<file path="src/rtl/lsu_mem_initiator_pkg.sv">
// Shared encodings, sizes and FSM states for the LSU memory initiator.
// Consumed by lsu_align_check and lsu_mem_initiator.
package lsu_mem_initiator_pkg;

  localparam logic [2:0] FUNCT3_LB  = 3'd0;
  localparam logic [2:0] FUNCT3_LH  = 3'd1;
  localparam logic [2:0] FUNCT3_LBU = 3'd4;
  localparam logic [2:0] FUNCT3_LHU = 3'd5;
  localparam logic [2:0] FUNCT3_SB  = 3'd0;

  localparam logic [2:0] SIZE_B = 3'd1;
  localparam logic [2:0] SIZE_H = 3'd2;
  localparam logic [2:0] SIZE_W = 3'd4;

  typedef enum logic [1:0] {
    IDLE,
    ACCESS,
    BYTES,
    RESP
  } lsu_state_t;

endpackage

</file>
<file path="src/rtl/lsu_align_check.sv">
// Access size decode and natural-alignment check for one request.
// Byte encodings are never misaligned; unknown encodings act as words.
module lsu_align_check
  import lsu_mem_initiator_pkg::*;
(
  input  logic [2:0] funct3,
  input  logic [1:0] addr_lo,
  output logic [2:0] size,
  output logic       misaligned
);

  always_comb begin
    size       = SIZE_W;
    misaligned = |addr_lo;
    unique case (1'b1)
      funct3 inside {FUNCT3_LB, FUNCT3_LBU}: begin
        size       = SIZE_B;
        misaligned = 1'b0;
      end
      funct3 inside {FUNCT3_LH, FUNCT3_LHU}: begin
        size       = SIZE_H;
        misaligned = addr_lo[0];
      end
      default: ;
    endcase
  end

endmodule

</file>
<file path="src/rtl/lsu_mem_initiator.sv">
// Load/store initiator: aligned single access or split byte accesses.
// LSU_MISALIGNED_TRAP_EN turns misaligned requests into error responses.
module lsu_mem_initiator
  import lsu_mem_initiator_pkg::*;
#(
  parameter int AWIDTH = 32,
  parameter int DWIDTH = 32
) (
  input  logic              clk,
  input  logic              rst,
  input  logic              req_valid_i,
  output logic              req_ready_o,
  input  logic              req_we_i,
  input  logic [2:0]        req_funct3_i,
  input  logic [AWIDTH-1:0] req_addr_i,
  input  logic [DWIDTH-1:0] req_wdata_i,
  output logic              resp_valid_o,
  output logic [DWIDTH-1:0] resp_rdata_o,
  output logic              resp_err_o,
  output logic [AWIDTH-1:0] mem_addr_o,
  output logic [DWIDTH-1:0] mem_data_o,
  output logic              mem_read_en_o,
  output logic              mem_write_en_o,
  output logic [2:0]        mem_funct3_o,
  input  logic [DWIDTH-1:0] mem_data_i
);

`ifdef LSU_MISALIGNED_TRAP_EN
  localparam bit TRAP_EN = 1'b1;
`else
  localparam bit TRAP_EN = 1'b0;
`endif

  lsu_state_t state, state_nxt;

  logic              we_q;
  logic [2:0]        f3_q;
  logic [AWIDTH-1:0] addr_q;
  logic [DWIDTH-1:0] wdata_q;
  logic [DWIDTH-1:0] buf_q;
  logic [1:0]        cnt_q;
  logic [1:0]        last_q;
  logic              split_q;
  logic              err_q;

  logic [2:0] size;
  logic [1:0] last;
  logic       misaligned;
  logic       accept;
  logic [4:0] bsel;

  lsu_align_check u_align (
    .funct3     (req_funct3_i),
    .addr_lo    (req_addr_i[1:0]),
    .size       (size),
    .misaligned (misaligned)
  );

  assign last        = 2'(size - 3'd1);
  assign bsel        = {cnt_q, 3'b000};
  assign req_ready_o = (state == IDLE);
  assign accept      = req_valid_i && req_ready_o;

  always_comb begin
    state_nxt = state;
    case (state)
      IDLE: begin
        if (accept) begin
          if (!misaligned)  state_nxt = ACCESS;
          else if (TRAP_EN) state_nxt = RESP;
          else              state_nxt = BYTES;
        end
      end
      ACCESS: state_nxt = RESP;
      BYTES: if (cnt_q == last_q) state_nxt = RESP;
      RESP: state_nxt = IDLE;
    endcase
  end

  always_ff @(posedge clk or negedge rst) begin
    if (!rst) begin
      state   <= IDLE;
      we_q    <= 1'b0;
      f3_q    <= '0;
      addr_q  <= '0;
      wdata_q <= '0;
      buf_q   <= '0;
      cnt_q   <= '0;
      last_q  <= '0;
      split_q <= 1'b0;
      err_q   <= 1'b0;
    end else begin
      state <= state_nxt;
      case (state)
        IDLE: begin
          if (accept) begin
            we_q    <= req_we_i;
            f3_q    <= req_funct3_i;
            addr_q  <= req_addr_i;
            wdata_q <= req_wdata_i;
            buf_q   <= '0;
            cnt_q   <= '0;
            last_q  <= last;
            split_q <= misaligned && !TRAP_EN;
            err_q   <= misaligned && TRAP_EN;
          end
        end
        // memory already size/sign extends aligned loads
        ACCESS: buf_q <= mem_data_i;
        BYTES: begin
          if (!we_q) buf_q[bsel +: 8] <= mem_data_i[7:0];
          cnt_q <= cnt_q + 2'd1;
        end
        default: ;
      endcase
    end
  end

  always_comb begin
    mem_addr_o     = '0;
    mem_data_o     = '0;
    mem_funct3_o   = '0;
    mem_read_en_o  = 1'b0;
    mem_write_en_o = 1'b0;
    case (state)
      ACCESS: begin
        mem_addr_o     = addr_q;
        mem_data_o     = wdata_q;
        mem_funct3_o   = f3_q;
        mem_read_en_o  = !we_q;
        mem_write_en_o = we_q;
      end
      BYTES: begin
        mem_addr_o     = addr_q + AWIDTH'(cnt_q);
        mem_data_o     = DWIDTH'(wdata_q[bsel +: 8]);
        mem_funct3_o   = we_q ? FUNCT3_SB : FUNCT3_LBU;
        mem_read_en_o  = !we_q;
        mem_write_en_o = we_q;
      end
      default: ;
    endcase
  end

  assign resp_valid_o = (state == RESP);
  assign resp_err_o   = resp_valid_o && err_q;

  always_comb begin
    resp_rdata_o = '0;
    if (resp_valid_o && !we_q && !err_q) begin
      if (split_q && f3_q == FUNCT3_LHU)
        resp_rdata_o = {{(DWIDTH-16){1'b0}}, buf_q[15:0]};
      else if (split_q && last_q == 2'd1)
        resp_rdata_o = {{(DWIDTH-16){buf_q[15]}}, buf_q[15:0]};
      else
        resp_rdata_o = buf_q;
    end
  end

endmodule

</file>
<file path="config.mk">
export PLATFORM = sky130hd
export DESIGN_NAME = lsu_mem_initiator
export DESIGN_NICKNAME = d
export VERILOG_FILES = /design/src/rtl/lsu_mem_initiator_pkg.sv /design/src/rtl/lsu_align_check.sv /design/src/rtl/lsu_mem_initiator.sv
export SDC_FILE = /design/constraint.sdc
export NUM_CORES = 1
export LEC_CHECK = 0
export ABC_CLOCK_PERIOD_IN_PS = 4000
export CAP_MARGIN = 30
export CORE_MARGIN = 2
export CORE_UTILIZATION = 51
export DETAILED_ROUTE_END_ITERATION = 10
export GPL_TIMING_DRIVEN = 0
export HOLD_SLACK_MARGIN = 0.03
export PLACE_DENSITY = 0.87
export REMOVE_ABC_BUFFERS = 1
export SLEW_MARGIN = 5
export SYNTH_ARGS = -nofsm -noshare
export SYNTH_HDL_FRONTEND = slang
export SYNTH_HIERARCHICAL = 1
export SYNTH_SLANG_ARGS = --single-unit
export TNS_END_PERCENT = 10
</file>
<file path="constraint.sdc">
create_clock -name clk -period 4 [get_ports clk]
set_input_delay 0.8 -clock clk [delete_from_list [all_inputs] [get_ports clk]]
set_output_delay 0.8 -clock clk [all_outputs]
set_load 0.05 [all_outputs]
</file>
# Word level (Yosys, flattened, before mapping)
# Cells that the tools add are included.
[totals]
register_bits = 107
in_bits = 103
[op_classes]
addsub = 4
n_eq_ne = 12
shift = 3
n_mux = 21
reduce_logical = 17
[op_table]
columns = ["operator", "count"]
rows = [
  ["32-bit 2-to-1 mux", 5],
  ["32-bit one-hot mux with 2 select lines", 2],
  ["32-bit one-hot mux with 3 select lines", 1],
  ["32-bit by 2-bit adder with 32-bit output", 1],
  ["32-bit bitwise mux", 1],
  ["8-bit by 7-bit variable shift with 32-bit output, first input constant", 1],
  ["32-bit by 6-bit variable part select with 8-bit output", 1],
  ["8-bit by 7-bit variable part select with 32-bit output", 1],
  ["3-bit equality test, second input constant", 3],
  ["2-bit 2-to-1 mux", 4],
  ["2-bit one-hot mux with 2 select lines", 2],
  ["2-bit one-hot mux with 4 select lines", 1],
  ["5-bit negation with 7-bit output", 1],
  ["3-bit one-hot mux with 2 select lines", 1],
  ["2-bit AND reduction", 3],
  ["2-bit nonzero test", 3],
  ["2-bit by 1-bit equality test with 1-bit output, second input constant", 2],
  ["2-bit equality test, second input constant", 2],
  ["1-bit logical AND", 4],
  ["2-bit != test, second input constant", 2],
  ["2-bit OR reduction", 2],
  ["3-bit by 1-bit equality test with 1-bit output, second input constant", 1],
  ["3-bit zero test", 1],
  ["3-bit 2-to-1 mux", 1],
  ["other kinds (10)", 11],
]

# Depth between registers and ports, before layout
# Gate-level depths: netlist (run 1).
[depth]
depth_word = 6
ltp_mapped = 9
mapped_depth_nobuf = 6

# Modules after synthesis
# The synthesis (run 1) kept the hierarchy.
[modules_own_cells]
columns = ["mod", "n_inst", "cells_each", "area_per_inst_um2", "seq_area_each_um2"]
rows = [
  ["lsu_mem_initiator", 1, 649, 6485.0, 2677.6],
  ["lsu_align_check", 1, 6, 32.5, 0.0],
]

# Worst setup path after synthesis (run 1)
# OpenSTA, ideal clock, no wires.
[synth_timing]
path_type = "register to output"
startpoint = "register state[0]"
endpoint = "output mem_addr_o[6]"
arrival_time_ps = 2977
required_time_ps = 3200
slack_ps = 223
stages_incl_launch_ff = 7
cell_sequence = "dfrtp_1 inv_1 ha_1 clkbuf_1 nand2_1 clkbuf_1 o41ai_1"
[synth_via]
elab_chain_len = 2
word_cells_on_any_way = 3
classes_between = "eq/ne (2); mux (1)"
[synth_lines]
columns = ["element", "line", "rtl"]
rows = [
  ["start, declared", "lsu_mem_initiator.sv:34", "lsu_state_t state, state_nxt;"],
  ["start signal, assigned", "lsu_mem_initiator.sv:93", "state <= state_nxt;"],
  ["2-bit equality test or 2-bit by 1-bit equality test with 1-bit output (tied branches)", "lsu_mem_initiator.sv:125", "case (state)"],
  ["32-bit one-hot mux with 2 select lines *", "lsu_mem_initiator.sv:125", ""],
  ["end, declared", "lsu_mem_initiator.sv:20", "output logic [AWIDTH-1:0] mem_addr_o,"],
]
# Every way passes the cells marked *; elsewhere a longest branch is shown, timed or not.

# Worst setup path after layout (run 1)
[layout_timing]
startpoint = "register cnt_q[0]"
endpoint = "output mem_addr_o[26]"
[layout_via]
elab_chain_len = 2
[layout_lines]
columns = ["element", "line", "rtl"]
rows = [
  ["start, declared", "lsu_mem_initiator.sv:41", "logic [1:0] cnt_q;"],
  ["start signal, assigned", "lsu_mem_initiator.sv:112", "cnt_q <= cnt_q + 2'd1;"],
  ["32-bit by 2-bit adder with 32-bit output", "lsu_mem_initiator.sv:134", "mem_addr_o = addr_q + AWIDTH'(cnt_q);"],
  ["32-bit one-hot mux with 2 select lines", "lsu_mem_initiator.sv:125", ""],
]
# No other way between the ends.

==> tab_implementation.tex, run 1 <==
\begin{tabular}{lr}
\hline
Metric & Value \\
\hline
\multicolumn{2}{l}{\textbf{Outcome}} \\
Outcome & completed \\
\multicolumn{2}{l}{\textbf{Layout}} \\
Layout Utilization & 73.04\% \\
Final \#Nets & 941 \\
Non-filler cells, final & 1,003 \\
Antenna Cells & 0 \\
Fraction of final layout cells sized beyond drive strength 1 & 16.73\% \\
Area overhead of the layout relative to synthesis & 40.93\% \\
\multicolumn{2}{l}{\textbf{Critical path}} \\
CP startpoint kind & flip-flop \\
FF-to-FF path depth & 7 \\
Arrival time reported for the critical path endpoint & 3.15 ns \\
Crit. Startpoint & cnt\_q[0] \\
R2R Path Start & state[0] \\
Worst Setup End Kind & output port \\
RR Endpoint & buf\_q[5] \\
Worst-case register-to-register setup slack & 0.98 ns \\
Endpoint of the most critical setup path & mem\_addr\_o[26] \\
Start-to-end type of the worst setup path & flip-flop to output port \\
Worst-path maximum fanout & 18 \\
Data required time at the worst endpoint & 3.20 ns \\
\multicolumn{2}{l}{\textbf{Power and ir drop}} \\
Sequential share of power & 25.7\% \\
Clock group share of total power & 13.9\% \\
Power density over cell area & 916.4 nW/um\^{}2 \\
Tot Pwr & 0.008412 W \\
Internal power & 0.004232 W \\
Combinational Power Share & 60.4\% \\
Sw power & 0.004181 W \\
Worst VDD drop & 0.0005870 V \\
Switching part of the total & 49.70\% \\
Static Leak & 3.852 nW \\
\multicolumn{2}{l}{\textbf{Yosys}} \\
Synth Area per Inst & 9.960 um\^{}2 \\
Synth warnings & 6 \\
Cell count after synthesis & 654 \\
Post-synthesis instance area & 6514 um\^{}2 \\
\multicolumn{2}{l}{\textbf{Clocking}} \\
Number of sinks handled by clock tree synthesis & 107 \\
TritonCTS clock tree & built \\
Clk Latency, worst-skew pair & 0.36 ns \\
CTS Buf Count & 9 \\
CTS hold repair buffers & 0 \\
Clock H-tree levels & 3 \\
Clk pin slew, worst setup/hold paths & 0.08 ns \\
Buffer levels on the longest clock path & 2 \\
Cell at the root of the clock tree & sky130\_fd\_sc\_hd\_\_clkbuf\_16 \\
\multicolumn{2}{l}{\textbf{STA}} \\
Unrepaired setup endpoints after global routing & yes \\
Post-Route Setup TNS & 0 ns \\
Number of hold violations in the final report & 0 \\
Final min period & 3.947 ns \\
Post-Route Skew & 0.01247 ns \\
Slew at the pin closest to its max-slew limit & 0.9697 ns \\
Highest clock rate & 253.3 MHz \\
Final setup violation count & 0 \\
Number of max-slew violations in the final report & 0 \\
Tightest slew margin relative to the limit & 34.86\% \\
Final critical-path share of the clock period & 98.68\% \\
\multicolumn{2}{l}{\textbf{GRT}} \\
Total global-route track usage & 29.01\% \\
Via count of the first global-routing pass & 6,054 \\
Pin count of the biggest net entering global routing & 69 \\
Antenna violations before repair & 0 \\
Total grt overflow & 0 \\
First-pass GRT wire length & 30,790 um \\
\multicolumn{2}{l}{\textbf{Place}} \\
\# placed instances & 982 \\
Detailed Place HPWL & 13,630 um \\
Routability congestion estimate from global placement & 0.9158 \\
Port bufs & 205 \\
\multicolumn{2}{l}{\textbf{Routing}} \\
Routed via count divided by cell count & 6.304 \\
Detailed Routing Iterations Pass 1 & 5 \\
Post-route antenna net violation count & 0 \\
Metal3 WL & 1619 um \\
Sum of routed wire length over all layers & 20,320 um \\
Number of DRC violations after detailed routing & 0 \\
Drt wl/cell & 20.26 um \\
Via Count & 6,323 \\
Top layer used by detailed routing & met4 \\
Count of routing violations after the opening detailed-route iteration & 845 \\
DRT met1 WL & 7810 um \\
Total length of routed met2 wires & 10,080 um \\
\multicolumn{2}{l}{\textbf{Floorplan}} \\
Die outline height & 117.0 um \\
Floorplan die area & 13,690 um\^{}2 \\
Chip Width & 117.0 um \\
I/O pins & 207 \\
Floorplan Core Area & 12,570 um\^{}2 \\
Initial core utilization & 51.83\% \\
Number of placement rows & 41 \\
\multicolumn{2}{l}{\textbf{Hold path}} \\
Path class of the lowest-slack min-delay path & input port to asynchronous set/reset pin \\
\multicolumn{2}{l}{\textbf{Job}} \\
Number of max-cap violations & 0 \\
\hline
\end{tabular}
-- metal layers --
metal,vias to the layer above,GRT usage [%]
met2,340,49.17
met4,0,14.12
li1,2783,-
met5,-,0
met1,3127,35.35
met3,73,6.179
-- sequential cells by signal (all words and copies together) (netlist names) --
signal	cells
f3_q	3
last_q	2
buf_q	32
addr_q	32
we_q	1
wdata_q	32
state	2
cnt_q	2
split_q	1
-- power groups by stage --
stage	registers, W	logic (W)	clock network (W)
after global placement	0.00209	0.00479	0
after global routing	0.00224	0.00536	0.00123
after CTS	0.00215	0.00498	0.00119
after detailed placement	0.00216	0.00498	0
final	0.00217	0.00508	0.00117
after floorplan	0.00198	0.00345	0
-- final cells by class --
| cell class | instances | area, um^2 |
|---|---|---|
| clock inverter | 7 | 170.2 |
| fill | 879 | 3388 |
| tap | 172 | 215.2 |
| clock buffer | 9 | 225.2 |
| sequential | 107 | 2683 |
| inverter | 7 | 26.28 |
| timing repair buffer | 214 | 2193 |
| multi-input combinational | 487 | 3667 |
-- worst max-delay path, cell delays in order (launching register included) --
cell,delay [ns]
sky130_fd_sc_hd__dfrtp_4,0.62
sky130_fd_sc_hd__ha_1,0.26
sky130_fd_sc_hd__fa_1,0.31
sky130_fd_sc_hd__nand3_4,0.18
sky130_fd_sc_hd__or4_4,0.61
sky130_fd_sc_hd__o311ai_2,0.28
sky130_fd_sc_hd__nand2_1,0.09
sky130_fd_sc_hd__dlygate4sd2_1,0.43
-- timing repair --
action / 4_1_cts / 5_1_grt
resized for setup: 30 / 23
cloned: 0 / 1
setup endpoints to repair: 57 / 29
setup buffers: 3 / 1
pin swaps: 1 / 1
-- cells in the final DEF (no fill, tap or decap), drive strengths merged, types with 22 or more instances in the layout --
| cell type | n |
|---|---|
| dfrtp | 107 |
| mux2 | 70 |
| nor2 | 43 |
| a22o | 35 |
| o21ai | 49 |
| and3 | 33 |
| nand2 | 63 |
| and2 | 22 |
| clkdlybuf4s50 | 183 |
-- how the worst min path moves through the flow --
stage / startpoint / depth (start not counted) / endpoint / slack [ns]
after detailed placement: buf_q[0] / 1 / buf_q[0] / 0.48
after global routing: rst / 1 / addr_q[28] / 0.45
after CTS: rst / 1 / addr_q[30] / 0.43
final: rst / 1 / addr_q[30] / 0.42
after global placement: buf_q[10] / 2 / buf_q[10] / 0.48
after floorplan: buf_q[8] / 2 / buf_q[8] / 0.46
-- metrics by stage --
stage | worst slack (ns) | cell area, um^2 | hold slack, ns
floorplan | -0.1822 | 6272 | 0.4636
global placement | -1.876 | 8539 | 0.4826
detailed placement | -0.7393 | 8670 | 0.4850
CTS | -0.2203 | 9124 | 0.4276
global route | -0.08789 | 9180 | 0.4545
finish | 0.05265 | 9180 | 0.4203
Note: power is estimated with default switching activity, not from simulation.
==> run 2: changes to the inputs <==
--- a/config.mk
+++ b/config.mk
@@ -7,13 +7,14 @@
 export LEC_CHECK = 0
 export ABC_CLOCK_PERIOD_IN_PS = 4000
 export CAP_MARGIN = 30
+export CELL_PAD_IN_SITES_DETAIL_PLACEMENT = 1
+export CELL_PAD_IN_SITES_GLOBAL_PLACEMENT = 1
 export CORE_MARGIN = 2
-export CORE_UTILIZATION = 51
+export CORE_UTILIZATION = 38
 export DETAILED_ROUTE_END_ITERATION = 10
 export GPL_TIMING_DRIVEN = 0
 export HOLD_SLACK_MARGIN = 0.03
-export PLACE_DENSITY = 0.87
-export REMOVE_ABC_BUFFERS = 1
+export PLACE_DENSITY_LB_ADDON = 0.1
 export SLEW_MARGIN = 5
 export SYNTH_ARGS = -nofsm -noshare
 export SYNTH_HDL_FRONTEND = slang
==> run 2 against run 1 <==
  * Final area fell by 0.23%
  * Hold slack got worse by 0.14 ns
  * Largest cell class unchanged
  * Clock skew barely moved
  * Via count fell by 0.30%
  * Clock-buffer cell count did not move
  * Combinational power rose by 2%
  * Setup slack improved by 0.070 ns
  * Non-clock buffer count rose by 44
  * Sequential cell count did not move
  * Utilization fell by 18 points
  * Critical path depth fell by 1
==> tab_implementation.tex, run 2 (synthesis results as in run 1) <==
\begin{tabular}{lr}
\hline
Metric & Value \\
\hline
\multicolumn{2}{l}{\textbf{Outcome}} \\
Outcome & completed \\
\multicolumn{2}{l}{\textbf{Critical path}} \\
Crit. Startpoint & state[1] \\
Arrival time reported for the critical path endpoint & 3.08 ns (-0.07 ns) \\
FF-to-FF path depth & 7 (unchanged) \\
Start-to-end type of the worst setup path & flip-flop to output port \\
Worst-case register-to-register setup slack & 0.71 ns (-0.27 ns) \\
R2R Path Start & cnt\_q[1] \\
Worst-path maximum fanout & 10 (-8) \\
RR Endpoint & buf\_q[29] \\
Worst Setup End Kind & output port \\
CP startpoint kind & flip-flop \\
Data required time at the worst endpoint & 3.20 ns (about the same) \\
\multicolumn{2}{l}{\textbf{Clocking}} \\
Cell at the root of the clock tree & sky130\_fd\_sc\_hd\_\_clkbuf\_16 \\
Clk Latency, worst-skew pair & 0.36 ns (about the same) \\
TritonCTS clock tree & built \\
Buffer levels on the longest clock path & 2 (unchanged) \\
Clk pin slew, worst setup/hold paths & 0.08 ns (about the same) \\
Number of post-CTS setup repair buffers & 0 (-3) \\
CTS hold repair buffers & 0 (unchanged) \\
CTS Buf Count & 9 (unchanged) \\
Resized cells post-CTS & 77 (+160\%) \\
Number of sinks handled by clock tree synthesis & 107 (unchanged) \\
Clock H-tree levels & 3 (unchanged) \\
\multicolumn{2}{l}{\textbf{Layout}} \\
Most common library cell in the layout ignoring fill and taps & sky130\_fd\_sc\_hd\_\_clkdlybuf4s50\_1 \\
Final \#Nets & 984 (+4.6\%) \\
Layout Utilization & 55.03\% (-18 points) \\
Largest registers & addr\_q: 32 flops, buf\_q: 32 flops, wdata\_q: 32 flops \\
Area overhead of the layout relative to synthesis & 40.61\% \\
Antenna Cells & 0 (unchanged) \\
Fraction of final layout cells sized beyond drive strength 1 & 17.16\% (+0.44 points) \\
Non-filler cells, final & 1,094 (+9.1\%) \\
Most frequent cells in the layout & sky130\_fd\_sc\_hd\_\_clkdlybuf4s50\_1, sky130\_fd\_sc\_hd\_\_dfrtp\_1, sky130\_fd\_sc\_hd\_\_mux2\_2 \\
\multicolumn{2}{l}{\textbf{Routing}} \\
Sum of routed wire length over all layers & 24,230 um (+19\%) \\
Detailed Routing Iterations Pass 1 & 5 (unchanged) \\
DRT met1 WL & 10,210 um (+31\%) \\
Total length of routed met2 wires & 12,290 um (+22\%) \\
Top layer used by detailed routing & met4 \\
Count of routing violations after the opening detailed-route iteration & 455 (-46\%) \\
Metal3 WL & 1320 um (-18\%) \\
Number of DRC violations after detailed routing & 0 (unchanged) \\
Via Count & 6,304 (-0.30\%) \\
Routed via count divided by cell count & 5.762 (-8.6\%) \\
Post-route antenna net violation count & 0 (unchanged) \\
Drt wl/cell & 22.15 um (+9.3\%) \\
\multicolumn{2}{l}{\textbf{Power and ir drop}} \\
Tot Pwr & 0.008300 W (-1.3\%) \\
Power density over cell area & 906.2 nW/um\^{}2 (-1.1\%) \\
Worst VDD drop & 0.0004441 V (-24\%) \\
Static Leak & 3.840 nW (-0.31\%) \\
\multicolumn{2}{l}{\textbf{STA}} \\
Hold Worst Slack & 0.2840 ns (-0.1363 ns) \\
Number of hold violations in the final report & 0 (unchanged) \\
Post-Route Skew & 0.01275 ns (+0.0002804 ns) \\
Unrepaired setup endpoints after global routing & yes \\
Final critical-path share of the clock period & 96.94\% (-1.7 points) \\
Slew at the pin closest to its max-slew limit & 1.080 ns (+0.1101 ns) \\
Highest clock rate & 257.9 MHz (+1.8\%) \\
Final setup violation count & 0 (unchanged) \\
Number of max-slew violations in the final report & 0 (unchanged) \\
Final min period & 3.878 ns (-0.06957 ns) \\
Tightest slew margin relative to the limit & 27.46\% (-7.4 points) \\
\multicolumn{2}{l}{\textbf{Place}} \\
\# placed instances & 1,080 (+10\%) \\
Routability congestion estimate from global placement & 0.8403 (-8.2\%) \\
Detailed Place HPWL & 18,140 um (+33\%) \\
Port bufs & 205 (unchanged) \\
\multicolumn{2}{l}{\textbf{GRT}} \\
Pin count of the biggest net entering global routing & 86 (+25\%) \\
First-pass GRT wire length & 37,870 um (+23\%) \\
Total global-route track usage & 26.94\% (-2.1 points) \\
Total grt overflow & 0 (unchanged) \\
Via count of the first global-routing pass & 6,709 (+11\%) \\
Antenna violations before repair & 0 (unchanged) \\
\multicolumn{2}{l}{\textbf{Floorplan}} \\
Floorplan die area & 18,200 um\^{}2 (+33\%) \\
Die outline height & 134.9 um (+15\%) \\
Floorplan Core Area & 16,640 um\^{}2 (+32\%) \\
Initial core utilization & 39.14\% (-13 points) \\
I/O pins & 207 (unchanged) \\
Chip Width & 134.9 um (+15\%) \\
Number of placement rows & 47 (+15\%) \\
\multicolumn{2}{l}{\textbf{Yosys}} \\
Synthesized netlist net count & 769 \\
\multicolumn{2}{l}{\textbf{Job}} \\
Number of max-cap violations & 0 (unchanged) \\
\multicolumn{2}{l}{\textbf{Hold path}} \\
Path class of the lowest-slack min-delay path & input port to asynchronous set/reset pin \\
\hline
\end{tabular}
run 2: power by group:
group,internal (W),switching (W)
Combinational,0.00179,0.00341
Clock,0.000555,0.000451
Sequential,0.00158,0.000514
Total,0.00393,0.00437
run 2: worst max path at each step:
stage | end
final | mem_addr_o[4]
after global routing | mem_addr_o[15]
after CTS | mem_addr_o[15]
after detailed placement | mem_addr_o[24]
after global placement | wdata_q[18]
after floorplan | mem_addr_o[6]
run 2: per-layer routing:
metal	global-route usage, %	vias to the layer above
met1	34.67	3210
met3	5.068	31
met4	6.433	0
li1	-	2872
met5	0	-
met2	46.93	191
run 2: final cells by class:
class / instances / area, um^2
clock inverters: 7 / 96.34
inverters: 7 / 26.28
repair buffers: 206 / 2039
plain buffers: 52 / 239.0
fillers: 1840 / 7483
flip-flops and latches: 107 / 2678
multi-input cells: 486 / 3580
well taps: 220 / 275.3
clock buffers: 9 / 225.2
run 2: critical path: stages, from the launching register on:
cell and delay (ns):
sky130_fd_sc_hd__dfrtp_1 0.41, sky130_fd_sc_hd__inv_1 0.10, sky130_fd_sc_hd__ha_1 0.49, sky130_fd_sc_hd__clkbuf_1 0.52, sky130_fd_sc_hd__a22oi_1 0.18, sky130_fd_sc_hd__nor2b_1 0.14, sky130_fd_sc_hd__clkdlybuf4s50_1 0.87
run 2: per-stage QoR:
step / worst slack (ns) / TNS, ns / area [um^2]
final: 0.1222 / 0 / 9159
after global routing: -0.02921 / -0.07129 / 9159
after CTS: -0.04505 / -0.1024 / 9181
after detailed placement: -0.1066 / -0.5916 / 8870
after global placement: -2.121 / -225.53 / 8841
after floorplan: 0.2235 / 0 / 6514
==> run 3: changes to the inputs <==
--- a/config.mk
+++ b/config.mk
@@ -15,7 +15,7 @@
 export GPL_TIMING_DRIVEN = 0
 export HOLD_SLACK_MARGIN = 0.03
 export PLACE_DENSITY_LB_ADDON = 0.1
-export SLEW_MARGIN = 5
+export RECOVER_POWER = 100
 export SYNTH_ARGS = -nofsm -noshare
 export SYNTH_HDL_FRONTEND = slang
 export SYNTH_HIERARCHICAL = 1
==> run 3 against run 2 <==
  * The flow now finishes with violations (max-capacitance violations, max-slew violations)
  * Total power is 1.3% lower
  * Critical path depth grew 2
  * Global-route usage shrank 0.28 points
  * Cell count barely moved
  * Clock power about the same
  * Sequential power hardly changed
  * Final area shrank 0.67%
  * Non-clock buffer count grew 1
  * Combinational power is 2% lower
  * Via count shrank 0.30%
  * Utilization is 0.37 points lower
  * Critical path type unchanged
==> tab_implementation.tex, run 3 (synthesis results as in run 1) <==
\begin{tabular}{lr}
\hline
Metric & Value \\
\hline
\multicolumn{2}{l}{\textbf{Outcome}} \\
Outcome & finished with violations \\
Violations in the final reports & max-capacitance violations, max-slew violations \\
\multicolumn{2}{l}{\textbf{Routing}} \\
Top layer used by detailed routing & met4 \\
Number of DRC violations after detailed routing & 0 (unchanged) \\
Total length of routed met2 wires & 12,220 um (-0.52\%) \\
Detailed Routing Iterations Pass 1 & 6 (+1) \\
Via Count & 6,285 (-0.30\%) \\
Routed via count divided by cell count & 5.740 (-0.39\%) \\
Metal3 WL & 1341 um (+1.6\%) \\
Count of routing violations after the opening detailed-route iteration & 455 (unchanged) \\
Drt wl/cell & 21.94 um (-0.95\%) \\
Sum of routed wire length over all layers & 24,030 um (-0.86\%) \\
DRT met1 WL & 9997 um (-2.1\%) \\
Post-route antenna net violation count & 0 (unchanged) \\
\multicolumn{2}{l}{\textbf{STA}} \\
Post-Route Skew & 0.009211 ns (-0.003538 ns) \\
Hold Worst Slack & 0.5047 ns (+0.2207 ns) \\
Final setup violation count & 0 (unchanged) \\
Highest clock rate & 255.6 MHz (-0.88\%) \\
Post-Route Setup TNS & 0 ns (unchanged) \\
Slew at the pin closest to its max-slew limit & 2.810 ns (+1.731 ns) \\
Tightest slew margin relative to the limit & -87.36\% (-110 points) \\
Final critical-path share of the clock period & 97.80\% (+0.86 points) \\
Number of hold violations in the final report & 0 (unchanged) \\
Number of max-slew violations in the final report & 49 (+49) \\
Unrepaired setup endpoints after global routing & yes \\
Final min period & 3.912 ns (+0.03435 ns) \\
\multicolumn{2}{l}{\textbf{GRT}} \\
Total global-route track usage & 26.67\% (-0.28 points) \\
Pin count of the biggest net entering global routing & 61 (-29\%) \\
First-pass GRT wire length & 37,460 um (-1.1\%) \\
Via count of the first global-routing pass & 6,716 (+0.10\%) \\
Antenna violations before repair & 0 (unchanged) \\
Total grt overflow & 0 (unchanged) \\
\multicolumn{2}{l}{\textbf{Layout}} \\
Antenna Cells & 0 (unchanged) \\
Storage cell area & 2678 um\^{}2 (unchanged) \\
Fraction of final layout cells sized beyond drive strength 1 & 16.46\% (-0.71 points) \\
Most frequent cells in the layout & sky130\_fd\_sc\_hd\_\_clkdlybuf4s50\_1, sky130\_fd\_sc\_hd\_\_dfrtp\_1, sky130\_fd\_sc\_hd\_\_mux2\_2 \\
Non-Filler Cell Area, Final & 9097 um\^{}2 (-0.67\%) \\
Layout filler cell count & 1,855 (+0.82\%) \\
Area occupied by multi-input gates & 3571 um\^{}2 (-0.24\%) \\
Final \#Nets & 985 (+0.10\%) \\
Area overhead of the layout relative to synthesis & 39.67\% \\
Largest registers & addr\_q: 32 flops, buf\_q: 32 flops, wdata\_q: 32 flops \\
Most common library cell in the layout ignoring fill and taps & sky130\_fd\_sc\_hd\_\_clkdlybuf4s50\_1 \\
\multicolumn{2}{l}{\textbf{Clocking}} \\
TritonCTS clock tree & built \\
Cell at the root of the clock tree & sky130\_fd\_sc\_hd\_\_clkbuf\_16 \\
Clk Latency, worst-skew pair & 0.36 ns (about the same) \\
Buffer levels on the longest clock path & 2 (unchanged) \\
Clock H-tree levels & 3 (unchanged) \\
Number of post-CTS setup repair buffers & 0 (unchanged) \\
CTS Buf Count & 9 (unchanged) \\
Clk pin slew, worst setup/hold paths & 0.07 ns (about the same) \\
Number of sinks handled by clock tree synthesis & 107 (unchanged) \\
\multicolumn{2}{l}{\textbf{Floorplan}} \\
Chip Width & 134.9 um (unchanged) \\
Floorplan Core Area & 16,640 um\^{}2 (unchanged) \\
Initial core utilization & 39.14\% (unchanged) \\
Number of placement rows & 47 (unchanged) \\
I/O pins & 207 (unchanged) \\
Floorplan die area & 18,200 um\^{}2 (unchanged) \\
Die outline height & 134.9 um (unchanged) \\
\multicolumn{2}{l}{\textbf{Critical path}} \\
Arrival time reported for the critical path endpoint & 3.11 ns (+0.03 ns) \\
Worst-path maximum fanout & 10 (unchanged) \\
Data required time at the worst endpoint & 3.20 ns (about the same) \\
Crit. Startpoint & cnt\_q[0] \\
Worst-case register-to-register setup slack & 0.81 ns (+0.10 ns) \\
Worst Setup End Kind & output port \\
Start-to-end type of the worst setup path & flip-flop to output port \\
RR Endpoint & buf\_q[29] \\
R2R Path Start & cnt\_q[1] \\
CP startpoint kind & flip-flop \\
FF-to-FF path depth & 7 (unchanged) \\
Endpoint of the most critical setup path & mem\_addr\_o[20] \\
\multicolumn{2}{l}{\textbf{Job}} \\
Number of max-cap violations & 1 (+1) \\
\multicolumn{2}{l}{\textbf{Power and ir drop}} \\
Power density over cell area & 900.6 nW/um\^{}2 (-0.62\%) \\
Static Leak & 3.964 nW (+3.2\%) \\
Worst VDD drop & 0.0004307 V (-3.0\%) \\
\multicolumn{2}{l}{\textbf{Hold path}} \\
Hold-critical path depth & 1 \\
Path class of the lowest-slack min-delay path & flip-flop to flip-flop \\
\multicolumn{2}{l}{\textbf{Yosys}} \\
Synthesized netlist net count & 769 (unchanged) \\
\multicolumn{2}{l}{\textbf{Place}} \\
Detailed Place HPWL & 18,080 um (-0.34\%) \\
Placed instance area & 8866 um\^{}2 (about the same) \\
Port bufs & 205 (unchanged) \\
Routability congestion estimate from global placement & 0.8403 (unchanged) \\
\hline
\end{tabular}
-- run 3: changes by cell type in the layout (fill, tap and decap cells not counted), sizes merged, moves of 3 or more --
cell,delta
dlygate4sd3,+47
clkdlybuf4s50,-46
clkdlybuf4s15,-8
clkbuf,+6
dlygate4sd2,+6
buf,-3
-- run 3: timing repair --
action / 4_1_cts / 5_1_grt
hold buffers: 0 / 0
endpoints found under the setup margin: 41 / 41
gates resized for setup: 56 / 27
gates cloned: 0 / 0
-- run 3: layout make-up --
class / count / area share (%)
repair buffers: 206 / 21.79
multi-input cells: 486 / 39.25
well taps: 220 / 3.026
inverters: 7 / 0.2888
clock inverters: 7 / 1.059
clock buffers: 9 / 2.476
flip-flops and latches: 107 / 29.43
plain buffers: 53 / 2.682
-- run 3: worst min path at each step --
stage,to,slack [ns],start
global placement,buf_q[8],0.48,buf_q[8]
CTS,addr_q[14],0.50,rst
finish,buf_q[0],0.50,buf_q[0]
global route,buf_q[0],0.51,buf_q[0]
detailed placement,buf_q[0],0.49,buf_q[0]
floorplan,buf_q[8],0.46,buf_q[8]
-- run 3: where the power goes --
part           internal, W  switching [W]
combinational      0.00172        0.00338
sequential         0.00158       0.000512
clock             0.000555       0.000446
-- run 3: stage by stage --
step	std cells	total power, W	setup slack, ns	util (%)
floorplan	654	0.005540	0.2235	-
global placement	1079	0.007206	-2.121	53.12
detailed placement	1080	0.007408	-0.1086	53.27
CTS	1096	0.008285	0.003005	55.06
global route	1095	0.008654	-0.1700	54.67
finish	1095	0.008193	0.08787	54.67
-- run 3: worst max-delay path: stages, from the launching register on --
cell	delay, ns
sky130_fd_sc_hd__dfrtp_1	0.50
sky130_fd_sc_hd__ha_1	0.25
sky130_fd_sc_hd__fa_1	0.26
sky130_fd_sc_hd__nand3_2	0.21
sky130_fd_sc_hd__nor4_2	0.43
sky130_fd_sc_hd__buf_4	0.25
sky130_fd_sc_hd__a41oi_1	0.13
sky130_fd_sc_hd__a31oi_1	0.20
sky130_fd_sc_hd__clkdlybuf4s15_1	0.52
-- run 3: routing by layer --
layer	up-vias	track usage [%]
met4	0	7.719
met3	31	5.218
met2	213	46.02
li1	2874	-
met1	3167	33.97
met5	-	0
